[config.mk]
export PLATFORM = sky130hd
export DESIGN_NAME = conv_encoder
export DESIGN_NICKNAME = d
export VERILOG_FILES = /design/src/rtl/conv_encoder.sv
export SDC_FILE = /design/constraint.sdc
export NUM_CORES = 1
export LEC_CHECK = 0
export BUFFER_PORTS_ARGS = -buffer_cell sky130_fd_sc_hd__buf_2
export CELL_PAD_IN_SITES_DETAIL_PLACEMENT = 0
export CELL_PAD_IN_SITES_GLOBAL_PLACEMENT = 2
export CORE_MARGIN = 1
export CORE_UTILIZATION = 34
export CTS_BUF_LIST = sky130_fd_sc_hd__clkbuf_8
export CTS_CLUSTER_SIZE = 10
export DETAILED_ROUTE_END_ITERATION = 7
export PLACE_DENSITY_LB_ADDON = 0.08
export SYNTH_ARGS = -nofsm -noshare
export SYNTH_HDL_FRONTEND = slang
export SYNTH_SLANG_ARGS = --single-unit
export TNS_END_PERCENT = 50
[constraint.sdc]
create_clock -name clk_i -period 1.5 [get_ports clk_i]
set_input_delay 0.45 -clock clk_i [delete_from_list [all_inputs] [get_ports clk_i]]
set_output_delay 0.45 -clock clk_i [all_outputs]
set_load 0.03 [all_outputs]
[src/rtl/conv_encoder.sv]
// Rate-1/2, constraint-length-7 convolutional encoder with a one-deep output
// register, valid/ready handshakes on both sides and optional zero-tail
// termination at frame end.
module conv_encoder #(
  parameter logic [6:0] G0        = 7'o171,
  parameter logic [6:0] G1        = 7'o133,
  parameter bit         TERMINATE = 1'b1
) (
  input  logic       clk_i,
  input  logic       rst_ni,
  input  logic       flush_i,
  input  logic       valid_i,
  output logic       ready_o,
  input  logic       data_i,
  input  logic       last_i,
  output logic       valid_o,
  input  logic       ready_i,
  output logic [1:0] data_o,
  output logic       last_o
);

  typedef enum logic {RUN = 1'b0, TAIL = 1'b1} fsm_t;

  // Code symbol {c1,c0} for input bit u on the pre-update state s.
  function automatic logic [1:0] encode(input logic u, input logic [5:0] s);
    logic [6:0] v;
    v = {u, s};
    return {^(G1 & v), ^(G0 & v)};
  endfunction

  fsm_t       fsm_p1, fsm_nxt;
  logic [2:0] tcnt_p1, tcnt_nxt;
  logic [5:0] s_p1, s_nxt;
  logic       vld_p1, vld_nxt;
  logic [1:0] sym_p1, sym_nxt;
  logic       lst_p1, lst_nxt;
  logic       slot_free;
  logic       in_hs;

  // The output register can take a new symbol when empty or being drained.
  assign slot_free = !vld_p1 || ready_i;
  assign ready_o   = (fsm_p1 == RUN) && slot_free;
  assign in_hs     = valid_i && ready_o;

  assign valid_o = vld_p1;
  assign data_o  = sym_p1;
  assign last_o  = lst_p1;

  // Next-state logic: input encoding in RUN, zero-tail generation in TAIL.
  always_comb begin
    fsm_nxt  = fsm_p1;
    tcnt_nxt = tcnt_p1;
    s_nxt    = s_p1;
    vld_nxt  = vld_p1;
    sym_nxt  = sym_p1;
    lst_nxt  = lst_p1;
    if (flush_i) begin
      fsm_nxt  = RUN;
      tcnt_nxt = 3'd0;
      s_nxt    = 6'd0;
      vld_nxt  = 1'b0;
      lst_nxt  = 1'b0;
    end else if (fsm_p1 == RUN) begin
      if (in_hs) begin
        vld_nxt = 1'b1;
        sym_nxt = encode(data_i, s_p1);
        s_nxt   = {data_i, s_p1[5:1]};
        lst_nxt = 1'b0;
        if (last_i) begin
          if (TERMINATE) begin
            fsm_nxt  = TAIL;
            tcnt_nxt = 3'd0;
          end else begin
            // Truncated frame: restart from the all-zero state.
            lst_nxt = 1'b1;
            s_nxt   = 6'd0;
          end
        end
      end else if (slot_free) begin
        vld_nxt = 1'b0;
      end
    end else begin
      // Tail bits only advance when the output register frees up, so
      // backpressure stalls the tail without loss or duplication.
      if (slot_free) begin
        vld_nxt = 1'b1;
        sym_nxt = encode(1'b0, s_p1);
        s_nxt   = {1'b0, s_p1[5:1]};
        lst_nxt = (tcnt_p1 == 3'd5);
        if (tcnt_p1 == 3'd5) begin
          fsm_nxt  = RUN;
          tcnt_nxt = 3'd0;
        end else begin
          tcnt_nxt = tcnt_p1 + 3'd1;
        end
      end
    end
  end

  // State, tail counter and output register; reset clears everything,
  // including the symbol, so outputs read zero after reset.
  always_ff @(posedge clk_i) begin
    if (!rst_ni) begin
      fsm_p1  <= RUN;
      tcnt_p1 <= 3'd0;
      s_p1    <= 6'd0;
      vld_p1  <= 1'b0;
      sym_p1  <= 2'b00;
      lst_p1  <= 1'b0;
    end else begin
      fsm_p1  <= fsm_nxt;
      tcnt_p1 <= tcnt_nxt;
      s_p1    <= s_nxt;
      vld_p1  <= vld_nxt;
      sym_p1  <= sym_nxt;
      lst_p1  <= lst_nxt;
    end
  end

endmodule

# ---- Word level (Yosys, flattened, before mapping)
# Index checks and enable logic that the tools add are counted.
dict set report word_totals {
  regBits 14
  elab_cells 51
}
dict set report op_classes {
  n_addsub 1
  n_eq_ne 2
  n_mux 23
  bitwise_logic 3
  n_reduce_logical 16
}
# operator n
set ops {}
lappend ops {{7-bit XOR reduction} 4}
lappend ops {{6-bit two-way mux} 3}
lappend ops {{3-bit two-way mux} 5}
lappend ops {{1-bit two-way mux} 12}
lappend ops {{2-bit two-way mux} 3}
lappend ops {{3-bit AND reduction} 2}
lappend ops {{2-bit nonzero test} 3}
lappend ops {{2-bit AND reduction} 2}
lappend ops {{3-bit by 1-bit adder with 3-bit output, second input constant} 1}
lappend ops {{3-bit equality test, second input constant} 1}
lappend ops {{1-bit NOT} 3}
lappend ops {{1-bit logical AND} 2}
lappend ops {{2-bit by 1-bit != test with 1-bit output, second input constant} 1}
lappend ops {{2-bit OR reduction} 1}
lappend ops {{1-bit zero test} 1}
lappend ops {{1-bit logical OR} 1}

# ---- Depth between registers and ports, before layout
# Gate-level depths: netlist of run 1.
dict set report depth {
  depth_word 6
  depth_mapped 5
}

# ---- Worst setup path before layout of run 1
# No wires, ideal clock.
dict set report synth_path {
  path_type {flip-flop to output port}
  from {register vld_p1 (netlist: valid_o)}
  to {output port ready_o}
  arrival_time_ns 1.125
  required_ns 1.050
  slack_ns -0.075
  stages_incl_launch_ff 4
  n_path_buf 1
  cell_sequence {dfxtp_1 nor2b_1 buf_6 nor2_1}
}
dict set report synth_via {
  elab_chain_cells 3
}
# element line_no
set synth_lines {}
lappend synth_lines {{start, declared} 34} ;# logic vld_p1, vld_nxt;
lappend synth_lines {{start signal, assigned} 114} ;# vld_p1 <= vld_nxt;
lappend synth_lines {{1-bit zero test} 41} ;# assign slot_free = !vld_p1 || ready_i;
lappend synth_lines {{1-bit logical OR} 41}
lappend synth_lines {{1-bit logical AND} 42} ;# assign ready_o = (fsm_p1 == RUN) && slot_free;
lappend synth_lines {{end, declared} 13} ;# output logic ready_o,
# No other way between the ends.

# ---- Worst setup path in the final report of run 1
dict set report layout_path {
  from {register vld_p1 (netlist: valid_o)}
  to {register fsm_p1}
}
dict set report layout_via {
  elab_chain_cells 6
  word_cells_on_any_way 7
  cone_classes {mux: 3; reduce/logical: 4}
}
# element line_no
set layout_lines {}
lappend layout_lines {{1-bit zero test *} 41}
lappend layout_lines {{1-bit logical OR *} 41}
lappend layout_lines {{1-bit logical AND} 42}
lappend layout_lines {{1-bit logical AND} 43} ;# assign in_hs = valid_i && ready_o;
lappend layout_lines {{1-bit two-way mux} 64} ;# if (in_hs) begin
lappend layout_lines {{1-bit two-way mux *} 63} ;# end else if (fsm_p1 == RUN) begin
lappend layout_lines {{end signal, assigned} 111} ;# fsm_p1 <= fsm_nxt;
lappend layout_lines {{end, declared} 31} ;# fsm_t fsm_p1, fsm_nxt;
# Mark *: on every way between the ends. The rest lies on a longest branch, timed or not.
# A chain may end at the register's enable or synchronous reset.

==> results of run 1 <==
==> report_power, final <==
group | internal, mW | total [mW] | switching, mW
Sequential | 0.378 | 0.384 | 0.00673
Clock | 0.233 | 0.377 | 0.144
Combinational | 0.0484 | 0.103 | 0.0547
Total | 0.659 | 0.864 | 0.205
==> cell usage in the layout, fill, tap and decap left out, types with 4 or more instances in the layout <==
cell / synthesis / layout
dfxtp_1: 14 / 13
nand2_1: 12 / 12
buf_2: 0 / 10
a21oi_1: 8 / 8
nor2_1: 8 / 7
buf_4: 1 / 6
nor3_1: 5 / 5
clkbuf_8: 0 / 4
==> sequential cells by signal, summed over array words and instances, names as in the netlist <==
signal,count
valid_o,1
tcnt_p1,3
data_o,2
s_p1,6
last_o,1
fsm_p1,1
==> stage by stage <==
stage | util | total power [mW] | instance area [um^2]
final | 0.4517 | 0.8640 | 877.1
after floorplan | - | 0.4603 | 699.4
after global placement | 0.4117 | 0.4928 | 799.5
after CTS | 0.4504 | 0.8832 | 874.6
after global routing | 0.4517 | 0.9068 | 877.1
after detailed placement | 0.4117 | 0.4928 | 799.5
==> cell type report <==
class                      count  area [um^2]  area share
multi-input combinational     55        397.9      0.4536
timing repair buffer          17        106.4      0.1213
tap                           27        33.78     0.03852
clock buffer                   4        55.05     0.06277
sequential                    14        284.0      0.3238
==> kinds of logic (layout without fill, tap and decap cells) <==
logic type                count (synthesis)  in the layout  synth area share
and+or+nand+nor                          34             34            0.2567
AOI/OAI and AO/OA                        16             16            0.1454
DFF                                      14             14            0.4022
xor gates and xnor gates                  4              4            0.1329
buffers and inverters                     4             21           0.04847
muxes                                     1              1           0.01436
==> worst paths after layout <==
| check | startpoint | end | slack [ps] | cells past startpoint |
|---|---|---|---|---|
| worst max-delay path | valid_o | fsm_p1 | 100 | 4 |
| worst min-delay path | rst_ni | data_o[1] | 430 | 2 |
| worst max register to register | valid_o | fsm_p1 | 100 | 4 |
| worst min register to register | s_p1[2] | s_p1[1] | 450 | 2 |
==> timing repair <==
item	4_1_cts	5_1_grt
pin swaps	0	1
hold buffers	0	0
buffers inserted	0	1
gates resized for setup	6	1
endpoints found under the setup margin	1	1
==> per-layer routing <==
layer,vias up,routed length [um],track usage,part of all wire
met2,6,589,0.2082,0.44
met1,242,718,0.2055,0.53
met5,-,0,0,0
met4,0,13,0.1029,0.0096
met3,2,27,0.03462,0.020
li1,285,-,-,-
==> worst max-delay path, delay by kind of cell (launching register included) <==
kind / cells / cell delay (ps)
flops: 1 / 320
buf+inv: 1 / 140
simple gates: 3 / 810
==> key figures, run 1 <==
Clocking
  • Clock sinks: 14
  • H-tree levels: 1
  • CTS tree: yes
  • Clk_lat worst skew: ~250 ps
  • Root buffer cell: clkbuf_8
  • Cts bufs inserted: 3
  • Reg clk slew, reported paths: 60 ps
  • Clock buffer depth: 2

Placed design
  • Buffers on Ports: 11
  • Dpl cells: about 110
  • Worst slack at placement: -98.48 ps
  • Detailed Place HPWL: about 950 um
  • GPL Wtd Cong: approximately 0.8

Logic synthesis
  • Yosys top cell area share: 0.4022
  • Ys async rst share: 0
  • Top_reg_cell synth: dfxtp_1
  • Count leader, synth: dfxtp_1
  • Cell variety after synth: 27
  • Seq/Total Area, Yosys: 0.4022
  • Synth warnings: 0
  • Mean post-synth cell area: about 9.5 um^2
  • Mapped Area: about 700 um^2
  • Synth Net Count: 80
  • Post-synth EDFFs: 0
  • Yosys reg bits: 14
  • Most area-consuming cells after synthesis: dfxtp_1 40%, xor3_1 6.8%, nand2_1 6.5%, xnor3_1 6.5%, a21oi_1 5.7%
  • Cells after synthesis: 73
  • Synth cell count leaders: 14 x dfxtp_1, 12 x nand2_1, 8 x a21oi_1, 8 x nor2_1, 5 x nor3_1
  • Leading area contributor after synthesis: dfxtp_1

Layout
  • Fraction of layout cells with a size suffix above 1: 0.3222
  • Syn-to-layout area delta: 25.85%
  • Fin cells: 117
  • Fill cell count: ~200
  • ANT cells: 0
  • Layout net count: 98

Setup path
  • Max FO, Critical Path: 4
  • Critical path class: flip-flop to flip-flop
  • Crit end category: flip-flop
  • Critical Path AT: about 1500 ps
  • Startpoint Class: flip-flop
  • WP data required: between 1500 and 2000 ps
  • Crit-path cells: nor2b_4, buf_4, or4b_4, nor3b_1
  • Slowest cell delay on critical path: 520 ps
  • Slowest CP cell: or4b_4

Min path
  • Worst hold path class: input port to flip-flop

Global routing
  • Tot GR Track Use: 0.1508
  • Largest net degree at the start of global routing: 13
  • Vias in the first global route: around 500
  • First-pass GRT wire length: between 2000 and 2500 um
  • Initial antenna violation count: 0
  • Total gr overflow: 0

Power and ir drop
  • Maximum VDD drop: 0.4947 mV
  • Leakage power: roughly 0.36 nW
  • Power per cell area: slightly below 1000 mW/mm^2

Die
  • Io pins: 12
  • Rows: 16
  • CORE AREA: between 0.0015 and 0.002 mm^2
  • Initial Util: 0.3589
  • Die ar.: 0.002235 mm^2
  • Die Wd: around 47 um
  • Die Y: around 47 um

Run status
  • Status: completed

Timing
  • Final count of hold timing violations: 0
  • Final setup fails: 0
  • Hold Worst Slack: 432.4 ps
  • Fmax: slightly above 0.7 GHz
  • Max Slew Vio Count: 0
  • RSZ-0062 raised after global routing: false
  • Tmin final: roughly 1400 ps
  • Final worst slack: between 90 and 100 ps
  • TNS Setup: 0 ps
  • Slew margin rel.: 0.6707
  • Layout Skew: 1.149 ps
  • Worst slew pin tran: slightly below 500 ps
  • Tcrit/Tclk final: 0.9347

Detailed routing
  • Avg WL per Cell: approximately 12 um
  • Final wirelength: between 1000 and 1500 um
  • Drt pass-1 iters: 4
  • Vias/cell: ~4.6
  • DR iter-0 viols: 12
  • DRT antenna net count: 0
  • Vias: around 540
  • Drt drc: 0

Flow run
  • Max Cap Viol: 0
No activity file was read; power rests on OpenSTA's default activity.
==> run 2: changes to the inputs <==
- SETUP_SLACK_MARGIN: not set -> 0.4
==> run 2 against run 1 <==
Final area is 16% higher. Largest cell class unchanged. Routed wire length is 7.4% higher. Register-to-register slack about the same. Via count up 9.9%. Highest routed layer unchanged. Fmax down 0.45%. Die area stayed put. Utilization increased by 7.0 points. Sequential share of layout area down 3.4 points. Combinational power up 33%. Largest power group unchanged. Critical path depth is 1 lower.
==> key figures, run 2 (synthesis gave the netlist of run 1 again) <==
Placed design
  • Detailed Place HPWL: 926.9 um (-2.7%)
  • Worst slack at placement: 82.83 ps (+181.3 ps)
  • GPL Wtd Cong: 0.7132 (-11%)
  • Buffers on Ports: 11 (unchanged)

Clocking
  • H-tree levels: 1 (unchanged)
  • CTS tree: yes
  • Clock sinks: 14 (unchanged)
  • Root buffer cell: clkbuf_8
  • Hold_buf cts: 0 (unchanged)
  • Cts bufs inserted: 3 (unchanged)
  • Reg clk slew, reported paths: 60 ps (about the same)
  • Clk_lat worst skew: 240 ps (about the same)
  • Clock buffer depth: 2 (unchanged)

Die
  • Rows: 16 (unchanged)
  • Die Wd: 47.28 um (unchanged)
  • CORE AREA: 0.001942 mm^2 (unchanged)
  • Initial Util: 0.3589 (unchanged)
  • Die Y: 47.28 um (unchanged)
  • Io pins: 12 (unchanged)
  • Die ar.: 0.002235 mm^2 (unchanged)

Layout
  • Most frequent cells in the layout: 10 x nand2_1, 8 x buf_6, 7 x dfxtp_1, 7 x buf_2
  • Syn-to-layout area delta: 45.42%
  • Most common cell after layout, fill and taps aside: nand2_1
  • Fraction of layout cells with a size suffix above 1: 0.5263 (+0.2041)
  • Fin util: 0.5219 (+0.07023)
  • Max FFs per register: 6 (unchanged)
  • Layout net count: 103 (+5.1%)
  • Register name with the most flops: s_p1
  • ANT cells: 0 (unchanged)

Timing
  • TNS Setup: 0 ps (unchanged)
  • Layout Skew: 2.154 ps (+1.004 ps)
  • Tcrit/Tclk final: 0.9389 (+0.004205)
  • RSZ-0062 raised after global routing: true
  • Final worst slack: 91.64 ps (-6.308 ps)
  • Worst slew pin tran: 566.2 ps (+72.20 ps)
  • Max Slew Vio Count: 0 (unchanged)
  • Final count of hold timing violations: 0 (unchanged)
  • Final setup fails: 0 (unchanged)
  • Hold Worst Slack: 436.9 ps (+4.447 ps)
  • Tmin final: 1408 ps (+6.308 ps)
  • Fmax: 0.7100 GHz (-0.45%)
  • Slew margin rel.: 0.6226 (-0.04813)

Setup path
  • Slowest CP cell: dfxtp_4
  • Crit path top cell by count: buf_6
  • Register-to-Register Path Depth: 4 (unchanged)
  • R2r setup slk: 110 ps (about the same)
  • WP data required: 1050 ps (-560 ps)
  • Crit end category: output port
  • Critical path class: flip-flop to output port
  • Crit-path cells: buf_6, nor2_4, buf_6
  • Cell family with most CP delay: flip-flops
  • RR Startpoint: valid_o
  • Worst Setup SP: fsm_p1
  • Slowest cell delay on critical path: 350 ps (-170 ps)
  • Startpoint Class: flip-flop
  • Sum of buffers and inverters on the critical path: 2 (+1)
  • Critical Path AT: 960 ps (-560 ps)
  • Max FO, Critical Path: 3 (-1)
  • Reg-to-Reg End: fsm_p1

Detailed routing
  • Vias: 588 (+9.9%)
  • DR iter-0 viols: 12 (unchanged)
  • Drt drc: 0 (unchanged)
  • Vias/cell: 4.820 (+5.4%)
  • Final wirelength: 1448 um (+7.4%)
  • Avg WL per Cell: 11.87 um (+3.0%)
  • DRT antenna net count: 0 (unchanged)
  • Drt pass-1 iters: 4 (unchanged)

Global routing
  • First-pass GRT wire length: 2339 um (+5.6%)
  • Initial antenna violation count: 0 (unchanged)
  • Vias in the first global route: 532 (+5.1%)
  • Largest net degree at the start of global routing: 13 (unchanged)
  • Tot GR Track Use: 0.1555 (+0.004661)
  • Total gr overflow: 0 (unchanged)

Power and ir drop
  • Maximum VDD drop: 0.6225 mV (+26%)
  • Leakage power: 0.4049 nW (+13%)
  • Total power: 0.8335 mW (-3.5%)
  • Power per cell area: 822.4 mW/mm^2 (-17%)

Min path
  • Worst Hold Launch: rst_ni
  • Worst hold path class: input port to flip-flop
  • Hold-critical path endpoint: data_o[0]
  • Hold Crit Depth: 2 (unchanged)

Run status
  • Status: completed

Flow run
  • Max Cap Viol: 0 (unchanged)
[run 2: routing by layer]
layer | track usage | up-vias | routed length (um)
li1 | - | 302 | -
met1 | 0.2225 | 269 | 756
met2 | 0.2027 | 13 | 618
met3 | 0.05000 | 4 | 44
met4 | 0.08571 | 0 | 29
met5 | 0 | - | 0
[run 2: timing repair]
action,in CTS,in global routing
gates cloned,0,1
pin swaps,2,5
gates resized for setup,18,14
endpoints found under the setup margin,16,19
buffers inserted,5,2
[run 2: cell type report]
cell class / instances / area (um^2)
fill: 193 / 928.4
multi-input combinational: 56 / 470.5
sequential: 14 / 294.0
timing repair buffer: 21 / 170.2
clock buffer: 3 / 41.29
tap: 27 / 33.78
clock inverter: 1 / 3.754
[run 2: how the worst max path moves through the flow]
stage | to | cells after the start
floorplan | fsm_p1 | 4
detailed placement | ready_o | 4
global placement | ready_o | 4
CTS | ready_o | 3
global route | ready_o | 3
finish | ready_o | 3
[run 2: through the flow]
stage	cell area (um^2)	cells
final	1013	122
after global routing	1013	122
after CTS	940.9	119
after detailed placement	802.0	110
after global placement	802.0	110
after floorplan	724.4	73
[run 2: power breakdown]
part	switching [mW]	leakage (nW)	internal, mW	total, mW
clock network	0.133	0.0269	0.181	0.314
logic	0.0698	0.261	0.0675	0.137
registers	0.00467	0.117	0.377	0.382
